**src/rtl/seqdiv_pkg.sv**
```systemverilog
// Shared types, constants and helpers for the sequential 16-bit divider.
// Optional feature macro: SEQDIV_EARLY_TERM_EN (early termination on short dividends).
package seqdiv_pkg;

    localparam int N     = 16;
    localparam int CNT_W = 5;

    typedef enum logic [1:0] {
        IDLE,
        ITER,
        FIX
    } state_t;

    // Leading-zero count of a 16-bit value; a zero input yields 16.
    function automatic logic [CNT_W-1:0] lzc16(input logic [N-1:0] v);
        logic [CNT_W-1:0] cnt;
        logic             found;
        cnt   = CNT_W'(N);
        found = 1'b0;
        for (int i = N - 1; i >= 0; i--) begin
            if (!found && v[i]) begin
                cnt   = CNT_W'(N - 1 - i);
                found = 1'b1;
            end
        end
        return cnt;
    endfunction

endpackage

```
**src/rtl/seq_divider16_cla.sv**
```systemverilog
// Parameterised carry generate/propagate adder/subtractor used for the
// divider's trial subtraction (sub=1 computes a - b).
module claAddSubGen #(
    parameter int M = 17
) (
    input  logic [M-1:0] a,
    input  logic [M-1:0] b,
    input  logic         sub,
    output logic [M-1:0] out
);

    logic [M-1:0] b_eff;
    logic [M-1:0] g;
    logic [M-1:0] p;
    logic [M-1:0] c;

    assign b_eff = b ^ {M{sub}};
    assign c[0]  = sub;

    // Per-bit generate/propagate terms, carry into the next bit and sum.
    generate
        for (genvar gi = 0; gi < M; gi++) begin : g_bit
            assign g[gi]   = a[gi] & b_eff[gi];
            assign p[gi]   = a[gi] ^ b_eff[gi];
            assign out[gi] = p[gi] ^ c[gi];
            if (gi < M - 1) begin : g_carry
                assign c[gi+1] = g[gi] | (p[gi] & c[gi]);
            end
        end
    endgenerate

endmodule

```
**src/rtl/seq_divider16.sv**
```systemverilog
// Iterative radix-2 restoring divider, 16-bit signed/unsigned, one quotient
// bit per cycle. Truncating quotient, remainder takes the dividend's sign.
// Optional feature macro: SEQDIV_EARLY_TERM_EN skips leading zero bits of
// the dividend magnitude so only its significant bits are iterated.
module seq_divider16
    import seqdiv_pkg::*;
(
    input  logic         clk,
    input  logic         rstN,
    input  logic         start,
    input  logic         signedFlag,
    input  logic [N-1:0] dividend,
    input  logic [N-1:0] divisor,
    output logic         busy,
    output logic         done,
    output logic [N-1:0] quotient,
    output logic [N-1:0] remainder,
    output logic         divByZero
);

    state_t           state_reg, state_next;
    // dq holds the dividend magnitude and is progressively replaced by quotient bits
    logic [N-1:0]     dq_reg, dq_next;
    logic [N-1:0]     dmag_reg, dmag_next;
    // Partial remainder is always below the divisor, so 16 bits hold it;
    // the 17th bit only exists in the shifted trial operand.
    logic [N-1:0]     pr_reg, pr_next;
    logic [CNT_W-1:0] cnt_reg, cnt_next;
    logic             qneg_reg, qneg_next;
    logic             rneg_reg, rneg_next;
    logic             dz_reg, dz_next;
    logic [N-1:0]     quotient_reg, quotient_next;
    logic [N-1:0]     remainder_reg, remainder_next;
    logic             done_reg, done_next;
    logic             dbz_reg, dbz_next;

    logic [N:0]       trial_a;
    logic [N:0]       trial_b;
    logic [N:0]       trial_diff;
    logic [N-1:0]     dvd_mag;
    logic [N-1:0]     dvs_mag;
    logic [CNT_W-1:0] iter_n;
    logic [N-1:0]     dq_init;

    assign trial_a = {pr_reg, dq_reg[N-1]};
    assign trial_b = {1'b0, dmag_reg};

    claAddSubGen #(.M(N + 1)) u_trial_sub (
        .a   (trial_a),
        .b   (trial_b),
        .sub (1'b1),
        .out (trial_diff)
    );

    // Next-state and datapath update for IDLE/ITER/FIX.
    always_comb begin
        state_next     = state_reg;
        dq_next        = dq_reg;
        dmag_next      = dmag_reg;
        pr_next        = pr_reg;
        cnt_next       = cnt_reg;
        qneg_next      = qneg_reg;
        rneg_next      = rneg_reg;
        dz_next        = dz_reg;
        quotient_next  = quotient_reg;
        remainder_next = remainder_reg;
        dbz_next       = dbz_reg;
        done_next      = 1'b0;

        dvd_mag = (signedFlag && dividend[N-1]) ? (~dividend + N'(1)) : dividend;
        dvs_mag = (signedFlag && divisor[N-1])  ? (~divisor + N'(1))  : divisor;
`ifdef SEQDIV_EARLY_TERM_EN
        iter_n  = CNT_W'(N) - lzc16(dvd_mag);
        dq_init = dvd_mag << lzc16(dvd_mag);
`else
        iter_n  = CNT_W'(N);
        dq_init = dvd_mag;
`endif

        unique case (state_reg)
            IDLE: begin
                if (start) begin
                    qneg_next = signedFlag & (dividend[N-1] ^ divisor[N-1]);
                    rneg_next = signedFlag & dividend[N-1];
                    pr_next   = '0;
                    dmag_next = dvs_mag;
                    cnt_next  = iter_n;
                    dz_next   = (divisor == '0);
                    if (divisor == '0) begin
                        // Raw dividend bits are what a zero divide returns as remainder
                        dq_next    = dividend;
                        state_next = FIX;
                    end else begin
                        dq_next    = dq_init;
                        state_next = (iter_n == '0) ? FIX : ITER;
                    end
                end
            end
            ITER: begin
                if (!trial_diff[N]) begin
                    pr_next = trial_diff[N-1:0];
                    dq_next = {dq_reg[N-2:0], 1'b1};
                end else begin
                    pr_next = trial_a[N-1:0];
                    dq_next = {dq_reg[N-2:0], 1'b0};
                end
                cnt_next = cnt_reg - CNT_W'(1);
                if (cnt_reg == CNT_W'(1)) begin
                    state_next = FIX;
                end
            end
            FIX: begin
                if (dz_reg) begin
                    quotient_next  = '1;
                    remainder_next = dq_reg;
                end else begin
                    quotient_next  = qneg_reg ? (~dq_reg + N'(1)) : dq_reg;
                    remainder_next = rneg_reg ? (~pr_reg + N'(1)) : pr_reg;
                end
                dbz_next   = dz_reg;
                done_next  = 1'b1;
                state_next = IDLE;
            end
            default: begin
                state_next = IDLE;
            end
        endcase
    end

    // State register.
    always_ff @(posedge clk or negedge rstN) begin
        if (!rstN) begin
            state_reg <= IDLE;
        end else begin
            state_reg <= state_next;
        end
    end

    // Datapath and output registers.
    always_ff @(posedge clk or negedge rstN) begin
        if (!rstN) begin
            dq_reg        <= '0;
            dmag_reg      <= '0;
            pr_reg        <= '0;
            cnt_reg       <= '0;
            qneg_reg      <= 1'b0;
            rneg_reg      <= 1'b0;
            dz_reg        <= 1'b0;
            quotient_reg  <= '0;
            remainder_reg <= '0;
            done_reg      <= 1'b0;
            dbz_reg       <= 1'b0;
        end else begin
            dq_reg        <= dq_next;
            dmag_reg      <= dmag_next;
            pr_reg        <= pr_next;
            cnt_reg       <= cnt_next;
            qneg_reg      <= qneg_next;
            rneg_reg      <= rneg_next;
            dz_reg        <= dz_next;
            quotient_reg  <= quotient_next;
            remainder_reg <= remainder_next;
            done_reg      <= done_next;
            dbz_reg       <= dbz_next;
        end
    end

    assign busy      = (state_reg != IDLE);
    assign done      = done_reg;
    assign quotient  = quotient_reg;
    assign remainder = remainder_reg;
    assign divByZero = dbz_reg;

endmodule
```
**config.mk**
```make
export PLATFORM = sky130hd
export DESIGN_NAME = seq_divider16
export DESIGN_NICKNAME = d
export VERILOG_FILES = /design/src/rtl/seqdiv_pkg.sv /design/src/rtl/seq_divider16_cla.sv /design/src/rtl/seq_divider16.sv
export SDC_FILE = /design/constraint.sdc
export NUM_CORES = 1
export LEC_CHECK = 0
export BUFFER_PORTS_ARGS = -buffer_cell sky130_fd_sc_hd__buf_2
export CELL_PAD_IN_SITES_DETAIL_PLACEMENT = 0
export CELL_PAD_IN_SITES_GLOBAL_PLACEMENT = 1
export CORE_MARGIN = 3
export CORE_UTILIZATION = 50
export CTS_BUF_LIST = sky130_fd_sc_hd__clkbuf_8
export DETAILED_ROUTE_END_ITERATION = 7
export GPL_ROUTABILITY_DRIVEN = 0
export PLACE_DENSITY_LB_ADDON = 0.1
export SYNTH_ARGS = -nofsm -noshare
export SYNTH_HDL_FRONTEND = slang
export SYNTH_HIERARCHICAL = 1
export SYNTH_SLANG_ARGS = --single-unit
export TNS_END_PERCENT = 20
```
**constraint.sdc**
```tcl
create_clock -name clk -period 24.7 [get_ports clk]
set_clock_uncertainty 0.1 [all_clocks]
set_input_delay 4.94 -clock clk [delete_from_list [all_inputs] [get_ports clk]]
set_output_delay 4.94 -clock clk [all_outputs]
set_load 0.05 [all_outputs]
```
==> summary.txt <==
Synth
  – Synth Area in Simple Gates: 17.07%
  – Mean post-synth cell area: 8.861 um2
  – Dominant synthesized flop cell: dfrtp_1
  – Synth warn: 6
  – Post-synthesis cell count: 647
  – Seq cells post-synth: 92
  – Multiplexer area fraction after synthesis: 4.190%
  – Mapped Area: 5733 um2
  – Register area share after synthesis: 40.16%
  – Syn Nets: 704
  – Synth Area in XOR/XNOR: 10.98%
  – Yosys cell types: 50
  – Compound-Gate Fraction of Synth Area: 14.82%
  – Post-synthesis adder-cell area fraction: 6.547%
  – Asr flop ratio synth: 100.0%
  – EDFF count, synth: 0
  – Largest family of logic cells by synthesized area: simple AND/OR/NAND/NOR gates

Clocking
  – Post-cts gate resize count: 0
  – Clock sinks: 92
  – CTS Root Cell: clkbuf_8
  – Clock-pin slew on the worst setup and hold paths: 90 ps
  – Later-pin clock latency in the skew report: 370 ps
  – Post-CTS Hold Fix Bufs: 0
  – # Post-CTS Setup Buffers: 0
  – CTS tree: done
  – Inserted Clock Buffers: 9
  – CTS H-Tree Depth: 3
  – Worst-case clock buffer depth: 2

Power and ir drop
  – Reg power frac: 34.7%
  – Static Leak: 2.898 nW
  – Net Sw Power: 0.4309 mW
  – Sw Ratio: 48.95%
  – Maximum VDD drop: 66.80 uV
  – Int Power: 0.4494 mW
  – Comb power frac: 54.6%
  – Clk pwr share: 10.8%
  – Pwr dens: 139.7 nW/um2

Job
  – Max Cap Viol: 0

Layout
  – Area grow syn2layout: 9.930%
  – # diodes: 0
  – # fillers: 1048
  – Commonest non-fill, non-tap cell in the layout: dfrtp_1
  – Nets@finish: 749
  – Commonest non-fill, non-tap cells in the layout: dfrtp_1 (92), buf_2 (69), o21ai_0 (58)
  – Share of cells above drive strength 1: 13.92%
  – Multi-input gate area: 3090 um2
  – Post-layout util: 57.13%
  – Reg area: 2302 um2

Detailed routing
  – Vias: 4580
  – Detailed Routing Iterations Pass 1: 5
  – Drt first-iter violations: 250
  – Post-route ant nets: 0
  – DR WL/cell: 15.76 um
  – Drt via density: 5.472
  – Routed WL: 13.19 mm
  – DRC viols: 0

STA
  – Max Freq: 121.0 MHz
  – Fin. Hold Viols: 0
  – RSZ-0062 raised after global routing: false
  – Final period utilization: 33.46%
  – Final setup TNS: 0 ps
  – Final setup violation count: 0
  – Tightest Pin Transition: 1227 ps
  – Slew Limit Fails: 0
  – Relative slew slack: 17.79%
  – Tmin final: 8265 ps

Critical path
  – Arr. time, crit path: 8400 ps
  – Critical path class: reg2reg
  – Req. time, crit path: 24830 ps
  – Worst setup SP type: register
  – Endpoint type of the worst setup path: register
  – Max FO, Critical Path: 17

Hold path
  – Worst min path class: reg2reg

Outcome
  – Status: finished clean

Floorplan
  – IO Count: 71
  – DIE HEIGHT: 113.1 um
  – Initial core utilization: 51.97%
  – DIE WIDTH: 113.1 um
  – Num rows: 38
  – Core ar.: 11030 um2
  – Die footprint: 12790 um2

Global route
  – Vias in the first global route: 4392
  – Overflow after GRT: 0
  – First-pass GRT wire length: 22.03 mm
  – Pin count of the biggest net entering global routing: 86
  – Total GRT Usage: 21.49%
  – Initial antenna violation count: 0

Place
  – IO buf count: 70
  – HPWL Detailed: 9.697 mm
-- metrics by stage --
step / setup slack [ps] / power, mW / instance area [um2] / instances / hold slack [ps]
6_report: 16430 / 0.8803 / 6302 / 837 / 374.6
5_1_grt: 16110 / 0.9603 / 6302 / 837 / 405.9
4_1_cts: 16470 / 0.8861 / 6302 / 837 / 382.2
3_5_place_dp: 16490 / 0.7905 / 6123 / 821 / 359.3
3_3_place_gp: 16550 / 0.7801 / 6123 / 821 / 353.6
2_1_floorplan: 16830 / 0.6726 / 5733 / 647 / 345.6
-- logic make-up (layout without fill, tap and decap cells) --
logic type / count (synthesis) / after routing
AND/OR/NAND/NOR: 198 / 198
other: 2 / 2
adder cells (fa/ha/maj): 21 / 21
flip-flops: 92 / 92
multiplexers: 24 / 24
AO/OA/AOI/OAI: 153 / 153
XOR/XNOR: 71 / 71
buffers and inverters: 86 / 136
-- synth_stat cells, drive strengths merged (8+ instances only) --
| master | number | area share, % |
|---|---|---|
| a21oi | 53 | 4.6 |
| and3 | 15 | 1.6 |
| clkbuf | 35 | 2.3 |
| dfrtp | 92 | 40 |
| fa | 15 | 5.2 |
| inv | 46 | 3.0 |
| mux2i | 24 | 4.2 |
| nand2 | 47 | 3.1 |
| nand3 | 27 | 2.4 |
| nor2 | 50 | 3.3 |
| nor3 | 26 | 2.3 |
| o21ai | 65 | 5.7 |
| o22ai | 8 | 0.87 |
| o31ai | 9 | 1.2 |
| xnor2 | 48 | 7.5 |
| xor2 | 23 | 3.5 |
-- power groups by stage --
stage	Combinational (mW)	Sequential [mW]	Clock, mW
final	0.480	0.305	0.0947
after CTS	0.484	0.305	0.0975
after global placement	0.477	0.303	0
after global routing	0.539	0.317	0.104
after floorplan	0.319	0.353	0
after detailed placement	0.483	0.308	0
-- critical path, stage by stage, from the launching register on --
cell and delay (ps):
dfrtp_1 480, inv_1 100, fa_1 440, fa_1 390
fa_1 390, fa_1 390, fa_1 390, fa_1 390
fa_1 390, fa_1 400, fa_1 390, fa_1 390
fa_1 390, fa_1 400, fa_1 390, fa_1 390
fa_1 390, xnor2_1 170, xnor2_2 970, mux2i_1 280
o21ai_0 100
-- routing by layer --
metal	wire length, um	GRT usage (%)	part of all wire, %	vias to the layer above
li1	-	-	-	2305
met2	5633	31.79	43	105
met1	6764	31.97	51	2150
met5	0	0	0	-
met3	523	3.155	4.0	20
met4	267	8.333	2.0	0
-- worst paths after layout --
check | slack, ps | start | to | depth (start not counted)
setup reg to reg | 16430 | pr_reg[0] | pr_reg[5] | 20
hold reg to reg | 370 | quotient[5] | quotient[5] | 2
setup / recovery | 16430 | pr_reg[0] | pr_reg[5] | 20
min in group asynchronous | 4370 | rstN | quotient[13] | 1
max in group asynchronous | 18970 | rstN | dmag_reg[11] | 2
hold / removal | 370 | quotient[5] | quotient[5] | 2
-- cell type report --
class	count	share of cell area (%)
Timing Repair Buffer	74	6.075
Sequential cell	92	36.53
Clock buffer	11	2.402
Inverter	46	2.740
Clock inverter	5	0.4368
Multi-Input combinational cell	469	49.04
Tap cell	140	2.779
No activity file was read; power rests on OpenSTA's default activity.
